<file path="src/rtl/apb_uart_fifo.sv">
// apb_uart_fifo: APB UART with TX/RX FIFOs, programmable baud divisor, optional parity,
// sticky W1C error status and a registered level interrupt.
module apb_uart_fifo_q #(
  parameter int DEPTH = 8
) (
  input  logic       clk,
  input  logic       rst_n,
  input  logic       push,
  input  logic       pop,
  input  logic [7:0] din,
  output logic [7:0] dout,
  output logic       full,
  output logic       empty
);
  localparam int AW = $clog2(DEPTH);
  logic [7:0] mem [DEPTH];
  logic [AW-1:0] wp, rp;
  logic [AW:0] cnt;
  logic do_push, do_pop;
  assign full = cnt == (AW+1)'(DEPTH);
  assign empty = cnt == '0;
  assign do_pop = pop & ~empty;
  // a pop in the same cycle frees the slot, so a push into a full fifo still lands
  assign do_push = push & (~full | do_pop);
  assign dout = mem[rp];
  always_ff @(posedge clk or negedge rst_n)
    if (!rst_n) begin
      wp <= '0;
      rp <= '0;
      cnt <= '0;
    end else begin
      if (do_push) wp <= wp + AW'(1);
      if (do_pop) rp <= rp + AW'(1);
      cnt <= cnt + (AW+1)'(do_push) - (AW+1)'(do_pop);
    end
  always_ff @(posedge clk)
    if (do_push) mem[wp] <= din;
endmodule

module apb_uart_fifo #(
  parameter int FIFO_DEPTH = 8,
  parameter int DIV_WIDTH  = 16
) (
  input  logic        PCLK,
  input  logic        PRESETn,
  input  logic        PSEL,
  input  logic        PENABLE,
  input  logic        PWRITE,
  input  logic [7:0]  PADDR,
  input  logic [31:0] PWDATA,
  output logic [31:0] PRDATA,
  output logic        PREADY,
  output logic        PSLVERR,
  output logic        uart_tx,
  input  logic        uart_rx,
  output logic        irq
);
  typedef enum logic [2:0] {IDLE, START, DATA, PARITY, STOP} state_t;
  localparam logic [DIV_WIDTH-1:0] ONE = DIV_WIDTH'(1);
  logic [4:0] ctrl;
  logic [DIV_WIDTH-1:0] baud, div_eff;
  logic [2:0] err, err_set, err_clr;
  logic acc, wr_en, a_ctrl, a_baud, a_tx, a_rx, a_stat, mapped;
  logic tx_push, tx_full, tx_empty, rx_pop, rx_push, rx_full, rx_empty;
  logic [7:0] tx_dout, rx_dout, status;
  logic unused_bits;
  assign acc = PSEL & PENABLE;
  assign wr_en = acc & PWRITE;
  assign a_ctrl = PADDR == 8'h00;
  assign a_baud = PADDR == 8'h04;
  assign a_tx = PADDR == 8'h08;
  assign a_rx = PADDR == 8'h0C;
  assign a_stat = PADDR == 8'h10;
  assign mapped = a_ctrl | a_baud | a_tx | a_rx | a_stat;
  assign PREADY = 1'b1;
  assign PSLVERR = acc & (~mapped | (PWRITE & a_tx & tx_full));
  assign tx_push = wr_en & a_tx & ~tx_full;
  assign rx_pop = acc & ~PWRITE & a_rx;
  assign div_eff = baud == '0 ? ONE : baud;
  assign unused_bits = ^PWDATA[31:8];

  state_t tx_st, tx_nx, rx_st, rx_nx;
  logic [DIV_WIDTH-1:0] tx_cnt, tx_div, rx_cnt, rx_div, rx_lim;
  logic [2:0] tx_bit, rx_bit;
  logic [7:0] tx_sh, rx_sh;
  logic tx_par, tx_pe, tx_tick, tx_load;
  logic rx_m, rx_s, rx_q, rx_pe, rx_odd, rx_tick;

  assign status = {tx_st != IDLE, err, rx_empty, rx_full, tx_empty, tx_full};
  assign PRDATA = !PSEL ? 32'h0 :
                  a_ctrl ? {27'h0, ctrl} :
                  a_baud ? 32'(baud) :
                  a_rx ? {24'h0, rx_empty ? 8'h00 : rx_dout} :
                  a_stat ? {24'h0, status} : 32'h0;

  apb_uart_fifo_q #(.DEPTH(FIFO_DEPTH)) u_tx_fifo (
    .clk(PCLK), .rst_n(PRESETn), .push(tx_push), .pop(tx_load), .din(PWDATA[7:0]),
    .dout(tx_dout), .full(tx_full), .empty(tx_empty));
  apb_uart_fifo_q #(.DEPTH(FIFO_DEPTH)) u_rx_fifo (
    .clk(PCLK), .rst_n(PRESETn), .push(rx_push), .pop(rx_pop), .din(rx_sh),
    .dout(rx_dout), .full(rx_full), .empty(rx_empty));

  // a new frame may start straight out of STOP, giving back-to-back frames
  assign tx_tick = tx_cnt == tx_div - ONE;
  assign tx_load = ctrl[0] & ~tx_empty & (tx_st == IDLE | (tx_st == STOP & tx_tick));
  always_comb begin
    tx_nx = tx_st;
    case (tx_st)
      START:   if (tx_tick) tx_nx = DATA;
      DATA:    if (tx_tick && tx_bit == 3'd7) tx_nx = tx_pe ? PARITY : STOP;
      PARITY:  if (tx_tick) tx_nx = STOP;
      STOP:    if (tx_tick) tx_nx = IDLE;
      default: tx_nx = IDLE;
    endcase
    if (tx_load) tx_nx = START;
  end
  always_ff @(posedge PCLK or negedge PRESETn)
    if (!PRESETn) begin
      tx_st <= IDLE;
      tx_cnt <= '0;
      tx_div <= ONE;
      tx_bit <= '0;
      tx_sh <= '0;
      tx_par <= 1'b0;
      tx_pe <= 1'b0;
    end else begin
      tx_st <= tx_nx;
      tx_cnt <= (tx_st == IDLE || tx_load || tx_tick) ? '0 : tx_cnt + ONE;
      if (tx_load) begin
        tx_div <= div_eff;
        tx_pe <= ctrl[1];
        tx_sh <= tx_dout;
        tx_par <= ^tx_dout ^ ctrl[2];
        tx_bit <= '0;
      end else if (tx_st == DATA && tx_tick) begin
        tx_sh <= tx_sh >> 1;
        tx_bit <= tx_bit + 3'd1;
      end
    end
  assign uart_tx = tx_st == START ? 1'b0 : tx_st == DATA ? tx_sh[0] : tx_st == PARITY ? tx_par : 1'b1;

  // the start bit is rechecked after half a bit, every later bit one full bit apart
  assign rx_lim = rx_st == START ? (rx_div >> 1) - DIV_WIDTH'(rx_div > ONE) : rx_div - ONE;
  assign rx_tick = rx_cnt == rx_lim;
  always_comb begin
    rx_nx = rx_st;
    case (rx_st)
      IDLE:    if (ctrl[0] && rx_q && !rx_s) rx_nx = START;
      START:   if (rx_tick) rx_nx = rx_s ? IDLE : DATA;
      DATA:    if (rx_tick && rx_bit == 3'd7) rx_nx = rx_pe ? PARITY : STOP;
      PARITY:  if (rx_tick) rx_nx = STOP;
      STOP:    if (rx_tick) rx_nx = IDLE;
      default: rx_nx = IDLE;
    endcase
  end
  assign rx_push = rx_st == STOP & rx_tick & rx_s;
  always_ff @(posedge PCLK or negedge PRESETn)
    if (!PRESETn) begin
      {rx_q, rx_s, rx_m} <= 3'b111;
      rx_st <= IDLE;
      rx_cnt <= '0;
      rx_div <= ONE;
      rx_bit <= '0;
      rx_sh <= '0;
      rx_pe <= 1'b0;
      rx_odd <= 1'b0;
    end else begin
      {rx_q, rx_s, rx_m} <= {rx_s, rx_m, uart_rx};
      rx_st <= rx_nx;
      rx_cnt <= (rx_st == IDLE || rx_tick) ? '0 : rx_cnt + ONE;
      if (rx_st == IDLE) begin
        rx_div <= div_eff;
        rx_pe <= ctrl[1];
        rx_odd <= ctrl[2];
        rx_bit <= '0;
      end
      if (rx_st == DATA && rx_tick) begin
        rx_sh <= {rx_s, rx_sh[7:1]};
        rx_bit <= rx_bit + 3'd1;
      end
    end

  assign err_set = {rx_st == STOP & rx_tick & ~rx_s,
                    rx_st == PARITY & rx_tick & (rx_s != (^rx_sh ^ rx_odd)),
                    rx_push & rx_full & ~rx_pop};
  assign err_clr = wr_en & a_stat ? PWDATA[6:4] : 3'b000;
  always_ff @(posedge PCLK or negedge PRESETn)
    if (!PRESETn) begin
      ctrl <= '0;
      baud <= DIV_WIDTH'(16);
      err <= '0;
      irq <= 1'b0;
    end else begin
      if (wr_en && a_ctrl) ctrl <= PWDATA[4:0];
      if (wr_en && a_baud) baud <= PWDATA[DIV_WIDTH-1:0];
      err <= (err & ~err_clr) | err_set;
      irq <= (ctrl[3] & ~rx_empty) | (ctrl[4] & tx_empty);
    end
endmodule

</file>
<file path="config.mk">
export PLATFORM = sky130hd
export DESIGN_NAME = apb_uart_fifo
export DESIGN_NICKNAME = d
export VERILOG_FILES = /design/src/rtl/apb_uart_fifo.sv
export SDC_FILE = /design/constraint.sdc
export NUM_CORES = 1
export LEC_CHECK = 0
export ABC_AREA = 1
export CAP_MARGIN = 20
export CORE_UTILIZATION = 45
export DETAILED_ROUTE_END_ITERATION = 8
export PLACE_DENSITY = 0.65
export SETUP_SLACK_MARGIN = 0.15
export SYNTH_ARGS = -nofsm -noshare
export SYNTH_HDL_FRONTEND = slang
export SYNTH_SLANG_ARGS = --single-unit
</file>
<file path="constraint.sdc">
create_clock -name PCLK -period 3.5 [get_ports PCLK]
set_input_delay 0.35 -clock PCLK [delete_from_list [all_inputs] [get_ports PCLK]]
set_output_delay 0.35 -clock PCLK [all_outputs]
set_load 0.005 [all_outputs]
</file>
* Word-level counts from Yosys, hierarchy flattened
Memory sizes are Yosys's and may differ from the RTL's.
Index checks and enable logic that the tools add are counted.
** Storage, ports and cells
- Register bits :: 144
- RAM bits :: 128
- Input port bits :: 46
- Output and inout bits :: 36
- Memories kept :: 2
** Operators by class
- Add/sub/neg operators :: 15
- Order comparisons :: 1
- Equal/unequal tests :: 28
- Mux-type cells :: 39
- Bitwise logic cells :: 48
- Reductions and logical operators :: 25
** Memory list
- u_rx_fifo.mem :: words 8, bits a word 8, rd ports 1, clocked after memory_dff 0, wr ports 1, line 16 : logic [7:0] mem [DEPTH];
- u_tx_fifo.mem :: words 8, bits a word 8, rd ports 1, clocked after memory_dff 0, wr ports 1, line 16
** Operator list (number)
- 2-to-1 mux 16 bit :: 7
- 2-to-1 mux 3 bit :: 17
- 2-to-1 mux 8 bit :: 5
- adder 16 x 1 -> 16 bit, second input constant :: 2
- equality test 16 bit :: 2
- subtractor 16 x 1 -> 16 bit, second input constant :: 2
- bitwise AND 1 bit :: 26
- adder 3 x 1 -> 3 bit, second input constant :: 6
- equality test 8 x 4 -> 1 bit, second input constant :: 2
- greater-than comparator 16 x 1 -> 1 bit, second input constant :: 1
- logical NOT 16 bit :: 1
- XOR reduction 8 bit :: 2
- subtractor 15 x 1 -> 16 bit :: 1
- case mux 3 bit (5 select lines) :: 1
- equality test 3 x 2 -> 1 bit, second input constant :: 4
- equality test 3 bit, second input constant :: 4
- inequality test 3 bit, second input constant :: 4
- case mux 3 bit (4 select lines) :: 1
- inequality test 2 bit, second input constant :: 5
- bitwise OR 1 bit :: 9
- adder 4 x 1 -> 4 bit :: 2
- equality test 4 bit, second input constant :: 2
- equality test 8 x 3 -> 1 bit, second input constant :: 1
- equality test 8 x 5 -> 1 bit, second input constant :: 1
- 20 further kinds :: 48

* Longest topological paths before layout
- Depth after elaboration :: 10
- Gate-level depth with buffers :: 27
- Depth with buffers taken out :: 27

* Cells and area by module
A second synthesis with hierarchy kept.
** Second synthesis, totals
- Cell total of the unflattened synthesis :: 1636
- Area, all modules :: 14287.5 um2
** Modules (own cells, without submodules)
- apb_uart_fifo :: instances 1, cells an instance 1058, area an instance 7771.2 um2
- apb_uart_fifo_q :: instances 2, cells an instance 289, area an instance 3258.1 um2

* Least setup slack after synthesis
No wires, ideal clock.
- Kind :: flip-flop to flip-flop
- Start point :: reg rx_div[0]
- End point :: mem u_rx_fifo.mem[0][0] (enable)
- Setup time :: 383 ps
- Arrival time :: 3265 ps
- Path slack :: -148 ps
- Cell stages (with the launch flop) :: 21
- Clock period less this slack :: 3648 ps
- Cell sequence :: dfstp_2 > inv_1 > ha_1 > o2111ai_1 > ha_1 > inv_1 > nor2_1 > nand2_1 > nor2_2 > nand2_1 > nand3_1 > nand2_1 > nand2_1 > nand2_1 > inv_2 > nand2_1 > nor2_2 > nand3_2 > nor2_4 > nand4_4 > nor3_1
** Between the ends
- Cells in the longest elaborated chain, start to end :: 9
- Elaborated cells on any way between the ends :: 10
** RTL lines
- start: declaration :: line 83 : logic [DIV_WIDTH-1:0] tx_cnt, tx_div, rx_cnt, rx_div, rx_lim;
- start signal: assignment :: line 172 : rx_div <= div_eff;
- greater-than comparator 16 x 1 -> 1 bit :: line 143 : assign rx_lim = rx_st == START ? (rx_div >> 1) - DIV_WIDTH'(rx_div > ONE) : rx_div - ONE;
- subtractor 15 x 1 -> 16 bit :: line 143
- 2-to-1 mux 16 bit (*) :: line 143
- equality test 16 bit (*) :: line 144 : assign rx_tick = rx_cnt == rx_lim;
- bitwise AND 1 bit (*) (2 in series) :: line 156 : assign rx_push = rx_st == STOP & rx_tick & rx_s;
- bitwise AND 1 bit (*) :: line 24 : assign do_push = push & (~full | do_pop);
- 2-to-1 mux 1 bit (*) :: line 37 : if (do_push) mem[wp] <= din;
- 2-to-1 mux 1 bit (not written as such) (*) :: line 37
- end: declaration :: line 16
Every way passes the cells marked *; elsewhere a longest branch is shown, timed or not.

* Worst setup path after layout
- Start point :: reg rx_div[0]
- End point :: reg u_rx_fifo.cnt[1]
** Between the ends
- Cells in the longest elaborated chain, start to end :: 9
- Elaborated cells on any way between the ends :: 10
** RTL lines
- greater-than comparator 16 x 1 -> 1 bit :: line 143
- subtractor 15 x 1 -> 16 bit :: line 143
- 2-to-1 mux 16 bit (*) :: line 143
- equality test 16 bit (*) :: line 144
- bitwise AND 1 bit (*) (2 in series) :: line 156
- bitwise AND 1 bit (*) :: line 24
- via u_rx_fifo.do_push :: line 19 : logic do_push, do_pop;
- adder 4 x 1 -> 4 bit (*) :: line 34 : cnt <= cnt + (AW+1)'(do_push) - (AW+1)'(do_pop);
- subtractor 4 x 1 -> 4 bit (*) :: line 34
- end signal: assignment :: line 34
- end: declaration :: line 18 : logic [AW:0] cnt;
Mark *: on every way through the listed nets, which the timed path passes. The rest lies on a longest branch.
A chain may end at the register's enable or synchronous reset.

==> impl_metrics.env <==
export IMPL_grt_max_degree=84
export IMPL_areaGrowthSynthToFinish_pct=18.8
export IMPL_grt_pass1_vias=10600
export IMPL_post_place_ws_ns=0.0144
export IMPL_synthTopCellsByCount="nand2_1, nor2_1, inv_1, nand3_1, dfrtp_1"
export IMPL_wl_um=33700
export IMPL_synth_compound_area_share_pct=9.25
export IMPL_cts_buffers=29
export IMPL_hold_viol_final=0
export IMPL_drt_iter0_drc=868
export IMPL_drc=0
export IMPL_vias_per_cell=5.33
export IMPL_fp_coreArea_um2=30700
export IMPL_slew_headroom_pct=49.4
export IMPL_gp_congestion=0.871
export IMPL_p_total_mw=9.26
export IMPL_swShare_pct=33.4
export IMPL_clock_power_share_pct=32.2
export IMPL_maxCapViolCount=0
export IMPL_netlist_area_um2=14000
export IMPL_drive_above_1_share_pct=14.6
export IMPL_cts_tree="built"
export IMPL_synth_top_area_cell="edfxtp_1"
export IMPL_worst_pin_slew_ns=0.757
export IMPL_vias=11300
export IMPL_synth_xor_area_share_pct=3.55
export IMPL_cts_sinks=272
export IMPL_worstPathRequired_ns=3.96
export IMPL_worstSkewPairLatency_ns=0.58
export IMPL_end_kind="flip-flop"
export IMPL_worstSetupPathType="reg -> reg"
export IMPL_layout_setup_ws_ns=0.0977
export IMPL_n_antenna_cell=0
export IMPL_total_leakage_power_nw=7.37
export IMPL_cts_root_buf="clkbuf_16"
export IMPL_max_vdd_ir_drop_uv=397
export IMPL_clk_path_buf_depth=3
export IMPL_start_kind="flip-flop"
export IMPL_critical_path_peak_fanout=3
export IMPL_fillers=2796
export IMPL_die_width_um=179
export IMPL_ys_seq_elements=272
export IMPL_drtAntennaViolNets=0
export IMPL_row_count=64
export IMPL_synth_simple_area_share_pct=24.3
export IMPL_post_dp_cell_area_um2=15200
export IMPL_post_place_cells=2044
export IMPL_avgSynthCellArea_um2=8.84
export IMPL_rsz0062_at_grt="yes"
export IMPL_synthTopCellsByArea="edfxtp_1, dfrtp_1, nand2_1"
export IMPL_synth_top_area_share_pct=27.4
export IMPL_grt_pass1_wl_um=54500
export IMPL_cp_arrival_ns=3.87
export IMPL_min_period_over_period_pct=97.2
export IMPL_nNetsFinal=1775
export IMPL_start_util_pct=45.8
export IMPL_drt_pass1_iter_count=7
export IMPL_dieArea_um2=31900
export IMPL_ys_flop_type="dfrtp_1"
export IMPL_worstReg2RegStart="rx_div[0]"
export IMPL_stdcell_area_um2=16700
export IMPL_synthAdderAreaFrac_pct=2.69
export IMPL_antenna_found_initial=0
export IMPL_internal_power_mw=6.16
export IMPL_grt_overflow_total=0
export IMPL_h_tree_depth=1
export IMPL_dp_hpwl_um=23500
export IMPL_die_h_um=179
export IMPL_drv_slew=0
export IMPL_hold_start="uart_rx"
export IMPL_grtUsageTotal_pct=21.6
export IMPL_whs_ns=0.178
export IMPL_synth_edff_count=128
export IMPL_setup_viol=0
export IMPL_crit_path_start="rx_div[0]"
export IMPL_timing_fmax_mhz=294
export IMPL_skew_ns=0.0182
export IMPL_synth_most_common_cell="nand2_1"
export IMPL_powerDensity_nw_per_um2=555
export IMPL_synthMuxAreaShare_pct=0.0713
export IMPL_hp_class="in -> reg"
export IMPL_async_flop_share_pct=52.9
export IMPL_synth_top_family_by_area="simple AND/OR/NAND/NOR gates"
export IMPL_seq_power_share_pct=40.0
export IMPL_ys_seq_area_share_pct=53.1
export IMPL_status="complete, no violations"
export IMPL_io_buffers=48
export IMPL_yosys_warnings=0
export IMPL_p_comb_share_pct=27.9
export IMPL_io_pins=82
export IMPL_synthCells=1588
export IMPL_fin_crit_ns=3.40
export IMPL_switchingPower_mw=3.09
export IMPL_wl_per_cell_um=15.9
export IMPL_path_clk_slew_ns=0.06
export IMPL_final_cells=2119
export IMPL_synthDistinctLibCells=53
==> cells in the final DEF (no fill, tap or decap), types with 12 or more instances in the layout <==
cell type        count
inv_2               21
o22ai_1             24
nand2_1            333
o21ai_0            126
nand3_1            129
a21oi_1             26
ha_1                23
clkbuf_16           30
clkdlybuf4s50_1     47
xnor2_1             24
buf_4               65
nor2_1             154
nand2_2             23
conb_1              17
o221ai_1            12
edfxtp_1           128
nor3_1              32
inv_1              144
nor3b_1             13
xor2_1              32
nand4_1             14
nand3_2             16
dfrtp_1            137
nor2_2              17
==> power groups by stage <==
stage	sequential [mW]	combinational (mW)	clock (mW)
2_1_floorplan	3.73	1.78	0
3_3_place_gp	3.75	2.33	0
3_5_place_dp	3.75	2.37	0
4_1_cts	3.69	2.43	3.04
5_1_grt	3.72	2.92	3.15
6_report	3.70	2.58	2.98
==> state kept, by name (all words and copies together), names as in the netlist, 16 cells and up <==
register,cells
u_rx_fifo.mem,64
tx_div,16
rx_div,16
rx_cnt,16
tx_cnt,16
baud,16
u_tx_fifo.mem,64
==> worst max-delay path, stage by stage (launching register included) <==
cell	delay [ns]
dfstp_2	0.37
buf_4	0.13
ha_1	0.22
o2111ai_4	0.26
ha_4	0.21
inv_2	0.05
nor2_4	0.13
nand2_4	0.08
nor2_4	0.10
nand2_1	0.06
nand2_1	0.08
nand3_2	0.06
nand2_1	0.08
nand2_1	0.06
nand2_2	0.07
nand2_2	0.06
inv_2	0.05
nand3_2	0.08
nor2_4	0.19
nand4_4	0.12
inv_2	0.10
ha_4	0.13
inv_2	0.03
fa_2	0.51
inv_2	0.03
==> repair_timing <==
item	4_1_cts	5_1_grt
pin swaps	7	8
hold buffers	1	0
endpoints found under the setup margin	72	81
endpoints found under the hold margin	76	0
cloned	0	1
buffers inserted	7	12
gates resized for setup	18	73
==> path summary, 6_finish.rpt <==
path                            cells after the start               end  slack (ns)
worst min register to register                      0              rx_s        0.36
worst max-delay path                               24  u_rx_fifo.cnt[1]         0.1
worst min-delay path                                1              rx_m        0.18
min in group asynchronous                           2        tx_cnt[11]        0.39
max in group asynchronous                           3              rx_s        2.22
worst max register to register                     24  u_rx_fifo.cnt[1]         0.1
==> per-layer routing <==
layer / vias to the layer above / wire length (um) / track usage, %
met2: 298 / 15500 / 34.5
met5: - / 0 / 0
li1: 5515 / - / -
met3: 48 / 1700 / 2.93
met4: 0 / 826 / 6.04
met1: 5433 / 15700 / 30.7
==> final cells by class <==
type / instances / area (um2) / share of cell area, %
well taps: 396 / 495 / 2.97
repair buffers: 126 / 1140 / 6.81
inverters: 171 / 651 / 3.90
clock buffers: 43 / 818 / 4.90
flip-flops and latches: 272 / 7460 / 44.7
multi-input cells: 1100 / 6030 / 36.1
clock inverters: 11 / 104 / 0.622
==> per-stage QoR <==
| step | setup TNS [ns] | utilization (%) |
|---|---|---|
| after floorplan | 0 | - |
| after global placement | 0 | 49.7 |
| after detailed placement | 0 | 49.7 |
| after CTS | 0 | 53.2 |
| after global routing | -1.98 | 54.4 |
| final | 0 | 54.4 |
==> cells by family after synthesis <==
family | count (synthesis)
simple gates | 769
flops | 272
buf+inv | 231
compound gates | 227
xor+xnor | 57
fa+ha+maj | 29
other cells | 2
mux | 1
(Power assumes the default switching activity.)
